===== config.mk =====
export PLATFORM = sky130hd
export DESIGN_NAME = multicycle_control
export DESIGN_NICKNAME = d
export VERILOG_FILES = /design/src/rtl/lpu_ctrl_pkg.sv /design/src/rtl/opcode_decoder.sv /design/src/rtl/multicycle_control.sv
export SDC_FILE = /design/constraint.sdc
export NUM_CORES = 1
export LEC_CHECK = 0
export BUFFER_PORTS_ARGS = -buffer_cell sky130_fd_sc_hd__buf_2
export CAP_MARGIN = 15
export CORE_MARGIN = 1
export CORE_UTILIZATION = 47
export DETAILED_ROUTE_END_ITERATION = 16
export GPL_TIMING_DRIVEN = 0
export PLACE_DENSITY = 0.73
export REMOVE_ABC_BUFFERS = 1
export SYNTH_ARGS = -nofsm -noshare
export SYNTH_HDL_FRONTEND = slang
export SYNTH_SLANG_ARGS = --single-unit

===== constraint.sdc =====
create_clock -name CLK -period 2.8 [get_ports CLK]
set_clock_uncertainty 0.05 [all_clocks]
set_input_delay 0.7 -clock CLK [delete_from_list [all_inputs] [get_ports CLK]]
set_output_delay 0.7 -clock CLK [all_outputs]
set_load 0.01 [all_outputs]

===== src/rtl/lpu_ctrl_pkg.sv =====
// Shared control types and encodings for the LEGv8 control blocks.
// Used by both the multi-cycle sequencer and the opcode decoder.
package lpu_ctrl_pkg;

    localparam int unsigned OP_W     = 11;
    localparam int unsigned ALUOP_W  = 4;
    localparam int unsigned SIGNOP_W = 3;
    localparam int unsigned STATE_W  = 3;

    typedef enum logic [STATE_W-1:0] {
        ST_IDLE   = 3'd0,
        ST_FETCH  = 3'd1,
        ST_DECODE = 3'd2,
        ST_EXEC   = 3'd3,
        ST_MEM    = 3'd4,
        ST_WB     = 3'd5,
        ST_HALT   = 3'd6
    } state_t;

    typedef enum logic [2:0] {
        CLS_NONE  = 3'd0,
        CLS_LDUR  = 3'd1,
        CLS_STUR  = 3'd2,
        CLS_RTYPE = 3'd3,
        CLS_CBZ   = 3'd4,
        CLS_B     = 3'd5,
        CLS_MOVZ  = 3'd6
    } op_class_t;

    // Opcode patterns; bits cleared in the mask are immediate/register fields
    localparam logic [OP_W-1:0] OPC_LDUR  = 11'b11111000010;
    localparam logic [OP_W-1:0] OPC_STUR  = 11'b11111000000;
    localparam logic [OP_W-1:0] OPC_ADD   = 11'b10001011000;
    localparam logic [OP_W-1:0] OPC_SUB   = 11'b11001011000;
    localparam logic [OP_W-1:0] OPC_AND   = 11'b10001010000;
    localparam logic [OP_W-1:0] OPC_ORR   = 11'b10101010000;
    localparam logic [OP_W-1:0] OPC_CBZ   = 11'b10110100000;
    localparam logic [OP_W-1:0] OPC_B     = 11'b00010100000;
    localparam logic [OP_W-1:0] OPC_MOVZ  = 11'b11010010100;

    localparam logic [OP_W-1:0] MASK_FULL = 11'b11111111111;
    localparam logic [OP_W-1:0] MASK_CBZ  = 11'b11111111000;
    localparam logic [OP_W-1:0] MASK_B    = 11'b11111100000;
    localparam logic [OP_W-1:0] MASK_MOVZ = 11'b11111111100;

    localparam logic [ALUOP_W-1:0] ALUOP_AND  = 4'b0000;
    localparam logic [ALUOP_W-1:0] ALUOP_ORR  = 4'b0001;
    localparam logic [ALUOP_W-1:0] ALUOP_ADD  = 4'b0010;
    localparam logic [ALUOP_W-1:0] ALUOP_MOVZ = 4'b0110;
    localparam logic [ALUOP_W-1:0] ALUOP_SUB  = 4'b0111;

    localparam logic [SIGNOP_W-1:0] SIGNOP_NONE = 3'b000;
    localparam logic [SIGNOP_W-1:0] SIGNOP_D    = 3'b001;
    localparam logic [SIGNOP_W-1:0] SIGNOP_B    = 3'b010;
    localparam logic [SIGNOP_W-1:0] SIGNOP_CBZ  = 3'b011;
    localparam logic [SIGNOP_W-1:0] SIGNOP_MOVZ = 3'b100;

    typedef struct packed {
        op_class_t           cls;
        logic [ALUOP_W-1:0]  aluop;
        logic [SIGNOP_W-1:0] signop;
        logic                reg2loc;
        logic                alusrc;
        logic                mem2reg;
        logic                legal;
    } ctrl_dec_t;

    function automatic logic op_match(input logic [OP_W-1:0] op,
                                      input logic [OP_W-1:0] pat,
                                      input logic [OP_W-1:0] mask);
        return (op & mask) == (pat & mask);
    endfunction

endpackage


===== src/rtl/opcode_decoder.sv =====
// Combinational LEGv8 opcode decoder: instruction class plus datapath selects.
// Shared between the single-cycle and multi-cycle control paths.
module opcode_decoder
    import lpu_ctrl_pkg::*;
(
    input  logic [OP_W-1:0] opcode,
    output ctrl_dec_t       dec_c
);

    always_comb begin
        dec_c.cls     = CLS_NONE;
        dec_c.aluop   = ALUOP_AND;
        dec_c.signop  = SIGNOP_NONE;
        dec_c.reg2loc = 1'b0;
        dec_c.alusrc  = 1'b0;
        dec_c.mem2reg = 1'b0;
        dec_c.legal   = 1'b0;

        if (op_match(opcode, OPC_LDUR, MASK_FULL)) begin
            dec_c.cls     = CLS_LDUR;
            dec_c.aluop   = ALUOP_ADD;
            dec_c.signop  = SIGNOP_D;
            dec_c.alusrc  = 1'b1;
            dec_c.mem2reg = 1'b1;
            dec_c.legal   = 1'b1;
        end else if (op_match(opcode, OPC_STUR, MASK_FULL)) begin
            dec_c.cls     = CLS_STUR;
            dec_c.aluop   = ALUOP_ADD;
            dec_c.signop  = SIGNOP_D;
            dec_c.reg2loc = 1'b1;
            dec_c.alusrc  = 1'b1;
            dec_c.legal   = 1'b1;
        end else if (op_match(opcode, OPC_ADD, MASK_FULL)) begin
            dec_c.cls     = CLS_RTYPE;
            dec_c.aluop   = ALUOP_ADD;
            dec_c.legal   = 1'b1;
        end else if (op_match(opcode, OPC_SUB, MASK_FULL)) begin
            dec_c.cls     = CLS_RTYPE;
            dec_c.aluop   = ALUOP_SUB;
            dec_c.legal   = 1'b1;
        end else if (op_match(opcode, OPC_AND, MASK_FULL)) begin
            dec_c.cls     = CLS_RTYPE;
            dec_c.aluop   = ALUOP_AND;
            dec_c.legal   = 1'b1;
        end else if (op_match(opcode, OPC_ORR, MASK_FULL)) begin
            dec_c.cls     = CLS_RTYPE;
            dec_c.aluop   = ALUOP_ORR;
            dec_c.legal   = 1'b1;
        end else if (op_match(opcode, OPC_CBZ, MASK_CBZ)) begin
            dec_c.cls     = CLS_CBZ;
            dec_c.aluop   = ALUOP_SUB;
            dec_c.signop  = SIGNOP_CBZ;
            dec_c.reg2loc = 1'b1;
            dec_c.legal   = 1'b1;
        end else if (op_match(opcode, OPC_B, MASK_B)) begin
            dec_c.cls     = CLS_B;
            dec_c.signop  = SIGNOP_B;
            dec_c.legal   = 1'b1;
        end else if (op_match(opcode, OPC_MOVZ, MASK_MOVZ)) begin
            dec_c.cls     = CLS_MOVZ;
            dec_c.aluop   = ALUOP_MOVZ;
            dec_c.signop  = SIGNOP_MOVZ;
            dec_c.alusrc  = 1'b1;
            dec_c.legal   = 1'b1;
        end
    end

endmodule


===== src/rtl/multicycle_control.sv =====
// Multi-cycle LEGv8 control FSM: sequences FETCH/DECODE/EXEC/MEM/WB and
// arbitrates the shared memory port with a bounded req/ready handshake.
module multicycle_control
    import lpu_ctrl_pkg::*;
#(
    parameter int unsigned TIMEOUT_CYCLES = 255,
    parameter int unsigned CNT_W          = 32
) (
    input  logic                CLK,
    input  logic                resetl,
    input  logic                run,
    input  logic [OP_W-1:0]     opcode,
    input  logic                zero,
    input  logic                mem_ready,
    output logic                mem_req,
    output logic                mem_we,
    output logic                addr_sel,
    output logic                ir_write,
    output logic                pc_write,
    output logic                pc_src,
    output logic                reg2loc,
    output logic                alusrc,
    output logic                mem2reg,
    output logic                regwrite,
    output logic [ALUOP_W-1:0]  aluop,
    output logic [SIGNOP_W-1:0] signop,
    output logic [STATE_W-1:0]  state,
    output logic                halted,
    output logic [CNT_W-1:0]    retired
);

    localparam int unsigned TMO_W = $clog2(TIMEOUT_CYCLES + 1);
    localparam logic [TMO_W-1:0] TMO_LAST = TMO_W'(TIMEOUT_CYCLES - 1);

    state_t           state_q, state_d;
    logic [TMO_W-1:0] tmo_cnt_q, tmo_cnt_d;
    logic [CNT_W-1:0] retired_q, retired_d;
    logic             retire, stall, drive_dec;
    ctrl_dec_t        dec_c;

    // IR holds the opcode stable from DECODE until the next fetch completes
    opcode_decoder u_dec (
        .opcode (opcode),
        .dec_c  (dec_c)
    );

    always_ff @(posedge CLK or negedge resetl) begin
        if (!resetl) begin
            state_q   <= ST_IDLE;
            tmo_cnt_q <= '0;
            retired_q <= '0;
        end else begin
            state_q   <= state_d;
            tmo_cnt_q <= tmo_cnt_d;
            retired_q <= retired_d;
        end
    end

    always_comb begin
        state_d   = state_q;
        tmo_cnt_d = '0;
        retire    = 1'b0;
        stall     = 1'b0;
        drive_dec = 1'b0;
        mem_req   = 1'b0;
        mem_we    = 1'b0;
        addr_sel  = 1'b0;
        ir_write  = 1'b0;
        pc_write  = 1'b0;
        pc_src    = 1'b0;
        reg2loc   = 1'b0;
        alusrc    = 1'b0;
        mem2reg   = 1'b0;
        regwrite  = 1'b0;
        aluop     = '0;
        signop    = '0;
        halted    = 1'b0;

        case (state_q)
            ST_IDLE: begin
                if (run) state_d = ST_FETCH;
            end
            ST_FETCH: begin
                mem_req = 1'b1;
                if (mem_ready) begin
                    ir_write = 1'b1;
                    pc_write = 1'b1;
                    state_d  = ST_DECODE;
                end else begin
                    stall = 1'b1;
                end
            end
            ST_DECODE: begin
                drive_dec = 1'b1;
                state_d   = dec_c.legal ? ST_EXEC : ST_HALT;
            end
            ST_EXEC: begin
                drive_dec = 1'b1;
                case (dec_c.cls)
                    CLS_RTYPE, CLS_MOVZ: state_d = ST_WB;
                    CLS_LDUR, CLS_STUR:  state_d = ST_MEM;
                    CLS_B: begin
                        pc_write = 1'b1;
                        pc_src   = 1'b1;
                        retire   = 1'b1;
                    end
                    CLS_CBZ: begin
                        pc_write = zero;
                        pc_src   = zero;
                        retire   = 1'b1;
                    end
                    default: state_d = ST_HALT;
                endcase
            end
            ST_MEM: begin
                drive_dec = 1'b1;
                mem_req   = 1'b1;
                addr_sel  = 1'b1;
                mem_we    = (dec_c.cls == CLS_STUR);
                if (mem_ready) begin
                    if (dec_c.cls == CLS_STUR) retire = 1'b1;
                    else                       state_d = ST_WB;
                end else begin
                    stall = 1'b1;
                end
            end
            ST_WB: begin
                drive_dec = 1'b1;
                regwrite  = 1'b1;
                retire    = 1'b1;
            end
            ST_HALT: begin
                halted = 1'b1;
            end
            default: state_d = ST_HALT;
        endcase

        if (retire) state_d = run ? ST_FETCH : ST_IDLE;

        // Ready on the terminal-count edge completes normally; only a stall faults
        if (stall) begin
            if (tmo_cnt_q == TMO_LAST) state_d = ST_HALT;
            else                       tmo_cnt_d = tmo_cnt_q + TMO_W'(1);
        end

        if (drive_dec) begin
            aluop   = dec_c.aluop;
            signop  = dec_c.signop;
            reg2loc = dec_c.reg2loc;
            alusrc  = dec_c.alusrc;
            mem2reg = dec_c.mem2reg;
        end

        retired_d = retired_q + CNT_W'(retire);
    end

    assign state   = state_q;
    assign retired = retired_q;

endmodule


-- Word-level counts from Yosys, hierarchy flattened
Cells that the tools add are included.
- register bits after elaboration: 43
- latch bits: 0
- RAM bits: 0
- ROM bits: 0
- bits of input ports: 16
- output and inout port bits: 53
- memories: 0
- add/subtract/negate cells: 2
- multipliers: 0
- div/mod/pow operators: 0
- $lt $le $gt $ge: 0
- equality and inequality tests: 22
- shifts and indexed selects: 0
- muxes and demuxes: 65
- bitwise logic cells: 0
- reduce and logical (&&, ||, !) cells: 7
- operators by type and width (operator ; number):
    equality test 11 bit, second input constant ; 6
    two-way mux 1 bit ; 33
    two-way mux 3 bit ; 11
    adder 32 x 1 -> 32 bit ; 1
    two-way mux 10 bit ; 3
    two-way mux 7 bit ; 4
    two-way mux 5 bit ; 4
    equality test 3 bit, second input constant ; 6
    one-hot mux 3 bit (6 select lines) ; 1
    equality test 8 bit, second input constant ; 2
    two-way mux 8 bit ; 2
    equality test 3 x 2 -> 1 bit, second input constant ; 4
    two-way mux 12 bit ; 1
    OR reduction 2 bit ; 5
    equality test 9 bit, second input constant ; 1
    one-hot mux 3 bit (3 select lines) ; 1
    adder 8 x 1 -> 8 bit, second input constant ; 1
    two-way mux 4 bit ; 2
    equality test 3 x 1 -> 1 bit, second input constant ; 2
    equality test 6 x 3 -> 1 bit, second input constant ; 1
    one-hot mux 1 bit (2 select lines) ; 2
    OR reduction 4 bit ; 1
    zero test 3 bit ; 1
    one-hot mux 1 bit (3 select lines) ; 1

-- Longest topological paths before layout
- word-level depth: 17
- mapped depth: 12
- depth with buffers taken out: 11

-- By module
Synthesis repeated with hierarchy kept, for this count alone.
- cells, all modules: 242
- area total of the unflattened synthesis: 2442.3 um2
- by module, submodules not included (module ; times used ; cells an instance ; area each (um2) ; seq. area each (um2)):
    multicycle_control ; 1 ; 203 ; 2128.3 ; 1076.0
    opcode_decoder ; 1 ; 39 ; 314.1 ; 0.0

-- Least setup slack after synthesis
Ideal clock, no wire load.
- kind: input to register
- start: input port opcode[3]
- end: register retired_q[26] (netlist: retired[26])
- arrival: 2926 ps
- data required time: 2625 ps
- setup slack: -301 ps
- stages: 11
- path through: and4bb_2 > nand4_2 > nor3_1 > a2bb2oi_1 > ha_1 > ha_1 > nand2_1 > nor4_4 > and3_4 > nand4_2 > xnor2_1
- word-level cells in the longest chain between the ends: 15
- elaborated cells between the ends (all ways): 26
- ends and longest elaborated chain (item ; line ; RTL):
    start, declared ; multicycle_control.sv:12 ; input logic [OP_W-1:0] opcode,
    equality test 9 bit ; lpu_ctrl_pkg.sv:71 ; return (op & mask) == (pat & mask);
    two-way mux 10 bit ; opcode_decoder.sv:59 ; end else if (op_match(opcode, OPC_MOVZ, MASK_MOVZ)) begin
    two-way mux 3 bit ; opcode_decoder.sv:55 ; end else if (op_match(opcode, OPC_B, MASK_B)) begin
    two-way mux 10 bit ; opcode_decoder.sv:49 ; end else if (op_match(opcode, OPC_CBZ, MASK_CBZ)) begin
    two-way mux 7 bit ; opcode_decoder.sv:45 ; end else if (op_match(opcode, OPC_ORR, MASK_FULL)) begin
    two-way mux 7 bit ; opcode_decoder.sv:41 ; end else if (op_match(opcode, OPC_AND, MASK_FULL)) begin
    two-way mux 7 bit ; opcode_decoder.sv:37 ; end else if (op_match(opcode, OPC_SUB, MASK_FULL)) begin
    two-way mux 7 bit ; opcode_decoder.sv:33 ; end else if (op_match(opcode, OPC_ADD, MASK_FULL)) begin
    two-way mux 12 bit ; opcode_decoder.sv:26 ; end else if (op_match(opcode, OPC_STUR, MASK_FULL)) begin
    two-way mux 10 bit (*) ; opcode_decoder.sv:19 ; if (op_match(opcode, OPC_LDUR, MASK_FULL)) begin
    equality test 3 x 2 -> 1 bit or equality test 3 bit (tied branches) ; multicycle_control.sv:121, multicycle_control.sv:99 ;
    two-way mux 1 bit or OR reduction 2 bit (tied branches) ; - ;
    two-way mux 1 bit (on tied branches) ; multicycle_control.sv:120, multicycle_control.sv:99 ;
    one-hot mux 1 bit (3 select lines) (*) ; multicycle_control.sv:79 ; case (state_q)
    adder 32 x 1 -> 32 bit (*) ; multicycle_control.sv:154 ; retired_d = retired_q + CNT_W'(retire);
    via retired_d[26] ; multicycle_control.sv:37 ; logic [CNT_W-1:0] retired_q, retired_d;
    end signal, assigned ; multicycle_control.sv:55 ; retired_q <= retired_d;
    end, declared ; multicycle_control.sv:37 ;
Mark *: on every way through the listed nets, which the timed path passes. The rest lies on a longest branch.

-- Worst setup path after layout
- start: input port opcode[3]
- end: register retired_q[29] (netlist: retired[29])
Same word-level chain as after synthesis.

==> impl_results.md <==
* CP startpoint kind: input pin
* CP startpoint: opcode[3]
* Setup tns final at -0.157 ns
* Dpl hpwl at between 3 and 4 mm
* CP Max Fanout at 5
* Tmin final at 2.84 ns
* Die Span Y at 73.0 um
* CTS buffer count at 5
* Outcome: finished with violations
* Reg-to-Reg Start: state[1]
* Final worst-path cycle share at 102%
* Crit path largest cell delay at 0.43 ns
* Clk_lat worst skew at 0.29 ns
* Area Overhead vs Synth at 30.4%
* RSZ-0062 raised after global routing: yes
* Top_reg_cell synth: dfrtp_1
* Hold buffer count at cts at 0
* Mean Syn Cell Area at slightly below 10 um2
* Nature of the critical path endpoint: register
* Flip-flop and latch count after synthesis at 43
* Class of the worst hold path: register to register
* Fin util at 64.4%
* Gr usage total at 19.6%
* Global-route wire length before repair at about 8.0 mm
* Residual DRC count at 0
* Max Slew Vio Count at 0
* Share of layout cells above drive strength 1 at 34.5%
* Worst Path Class, Setup: input pin to register
* # port buffers at 67
* Initial antenna violation count at 0
* Post-Synthesis Cells at 239
* Final WL at 4.95 mm
* Endpoints failing hold at 0
* Max Fclk at 352 MHz
* Final net count at around 340
* Setup violations, final at 5
* Worst reg2reg setup slack at 0.08 ns
* DR WL/cell at 12.9 um
* Synth top area cells: dfrtp_1 (45%), xnor2_1 (9.3%), xor2_1 (4.4%), nand2_1 (4.0%), nand3_1 (3.8%)
* R2r worst-path depth at 10
* Max rail drop VDD at 0.297 mV
* Slew Limit Headroom at about two fifths
* H-tree levels at 2
* Root Buffer: clkbuf_8
* Mapped Area at 2370 um2
* Detailed Route Iter0 Violations at 74
* Post-synth top area cell: dfrtp_1
* Initial Util at between 40% and 50%
* Worst path slowest cell: nor4_4
* Hold depth at 1
* Lkg Pwr at between 1.5 and 2 nW
* Worst-Margin Slew at approximately 0.9 ns
* Worst Setup Slack, final at -0.0434 ns
* Failing checks: negative setup slack
* Initial DRT Pass Iterations at 4
* Asr flop ratio synth at 100%
* Yosys cell types at between 40 and 50
* Sequential area share after synthesis at between 40 and 50%
* CP cell instances: buf_8, and4bb_2, nand4_4, nor3_4, a2bb2oi_4, ha_4, nand3_4, nor4_4, and3_4, nand3_4, xnor2_2
* PwrDens at 338 nW/um2
* Vias at 2025
* DRT antenna net count at 0
* GR Overflow Total at 0
* CTS Buffer Depth at 2
* GP Congestion at 0.806
* CP endpoint: retired[29]
* Via density at 5.29
* DIE AREA at 5320 um2
* Core Area at 4790 um2
* # diodes at 0
* Clock Sinks at 43
* Total number of yosys warnings at 0
* Number of global-route vias before repair at 1780
* Maxcap violations at 0
* Req. time, crit path at 2.93 ns
* Crit path arrival time at 2.98 ns
* Largest net degree at the start of global routing at 44
* # rows at 25
* # fillers at 394
* Synth top area share at 45.5%
* Io pins at 69
* Die X-Extent at 73.0 um
* CTS tree: done
* Place WS at -0.895 ns
* Clock transition at path regs at 0.07 ns
* Number of flops mapped to enable cells by yosys at 0
* CP dominant cell by count: nand3_4
* Worst r2r dst: retired[29]
==> critical path, delay by kind of cell <==
| kind | cells | cell delay, ns |
|---|---|---|
| AND/OR/NAND/NOR | 7 | 1.65 |
| AO/OA/AOI/OAI | 1 | 0.19 |
| adder cells (fa/ha/maj) | 1 | 0.19 |
| XOR/XNOR | 1 | 0.14 |
| buffers and inverters | 1 | 0.10 |
==> placed cells by master, fill, tap and decap left out, types with 2 or more instances in the layout <==
master / synthesis / final
nand2_1: 25 / 24
nor3_1: 9 / 8
buf_2: 2 / 62
nand3_4: 1 / 4
or2_1: 2 / 2
dfrtp_1: 43 / 42
nor2b_1: 4 / 3
nand4_1: 5 / 5
nand3_1: 18 / 14
o21ai_0: 5 / 5
inv_1: 4 / 4
and3_4: 1 / 2
and3_1: 7 / 6
nor4_4: 2 / 2
buf_4: 1 / 8
nor2_1: 23 / 23
xnor2_1: 25 / 23
a31oi_1: 2 / 2
nand2b_1: 5 / 5
ha_1: 4 / 2
clkbuf_1: 4 / 2
a211oi_1: 2 / 2
ha_4: 0 / 2
buf_6: 0 / 5
nand4_4: 1 / 2
clkbuf_8: 0 / 5
a221oi_1: 2 / 2
xnor2_2: 0 / 2
and2_1: 2 / 2
xor2_1: 12 / 12
a21oi_1: 6 / 6
and4_1: 4 / 4
and4bb_2: 3 / 3
==> cell families after synthesis <==
| logic type | synth area share, % |
|---|---|
| buf+inv | 2.01 |
| flops | 45.5 |
| fa+ha+maj | 2.12 |
| compound gates | 6.61 |
| xor+xnor | 13.7 |
| simple gates | 29.9 |
| other cells | 0.158 |
==> where the power goes <==
part	internal, mW	switching, mW
combinational	0.0221	0.0307
sequential	0.621	0.000218
clock	0.175	0.195
==> metal layers <==
| layer | vias to the layer above | global-route usage (%) | wire [um] |
|---|---|---|---|
| met5 | - | 0 | 0 |
| met3 | 8 | 3.31 | 140 |
| met1 | 981 | 27.2 | 2270 |
| met2 | 45 | 30.5 | 2470 |
| li1 | 991 | - | - |
| met4 | 0 | 7.84 | 75 |
==> repair_timing <==
item / in CTS / in global routing
hold endpoints to repair: 0 / 0
gates resized for setup: 11 / 23
setup endpoints to repair: 22 / 17
setup buffers: 5 / 4
pin swaps: 5 / 12
==> registers in the layout, summed over array words and instances (netlist names) <==
name / flops
retired: 32
state: 3
tmo_cnt_q: 8
==> synthesized netlist by cell type, drive strengths merged, types with 2 or more instances <==
cell type and instances:
a211oi 2, a21oi 6, a221oi 2, a2bb2oi 2
a31oi 2, and2 2, and3 9, and4 4
and4bb 3, buf 3, clkbuf 4, dfrtp 43
ha 4, inv 4, nand2 25, nand2b 5
nand3 19, nand4 8, nor2 23, nor2b 4
nor3 9, nor4 2, o21ai 5, or2 2
xnor2 25, xor2 12
==> cell type report <==
type / instances / area (um2) / share of cell area (%)
Sequential cell: 43 / 1080 / 34.9
Tap cell: 67 / 83.8 / 2.72
Inverter: 4 / 15.0 / 0.487
Multi-Input combinational cell: 185 / 1390 / 44.9
Clock inverter: 1 / 5.00 / 0.162
Clock buffer: 7 / 76.3 / 2.47
Timing Repair Buffer: 76 / 442 / 14.3
==> metrics by stage <==
stage / instance area (um2) / hold WS (ns) / std cells / total power, mW
floorplan: 2330 / 0.354 / 232 / 0.647
global placement: 2750 / 0.407 / 366 / 0.677
detailed placement: 2750 / 0.429 / 366 / 0.677
CTS: 2930 / 0.439 / 379 / 1.06
global route: 3080 / 0.462 / 383 / 1.09
finish: 3080 / 0.444 / 383 / 1.04
==> worst min-delay path by stage <==
stage,start,endpoint,slack [ns]
after floorplan,resetl,retired[0],0.35
after global placement,retired[31],retired[31],0.41
after detailed placement,retired[31],retired[31],0.43
after CTS,retired[31],retired[31],0.44
after global routing,retired[21],retired[21],0.46
final,retired[29],retired[29],0.44
Power figures use the tool's default switching activity.
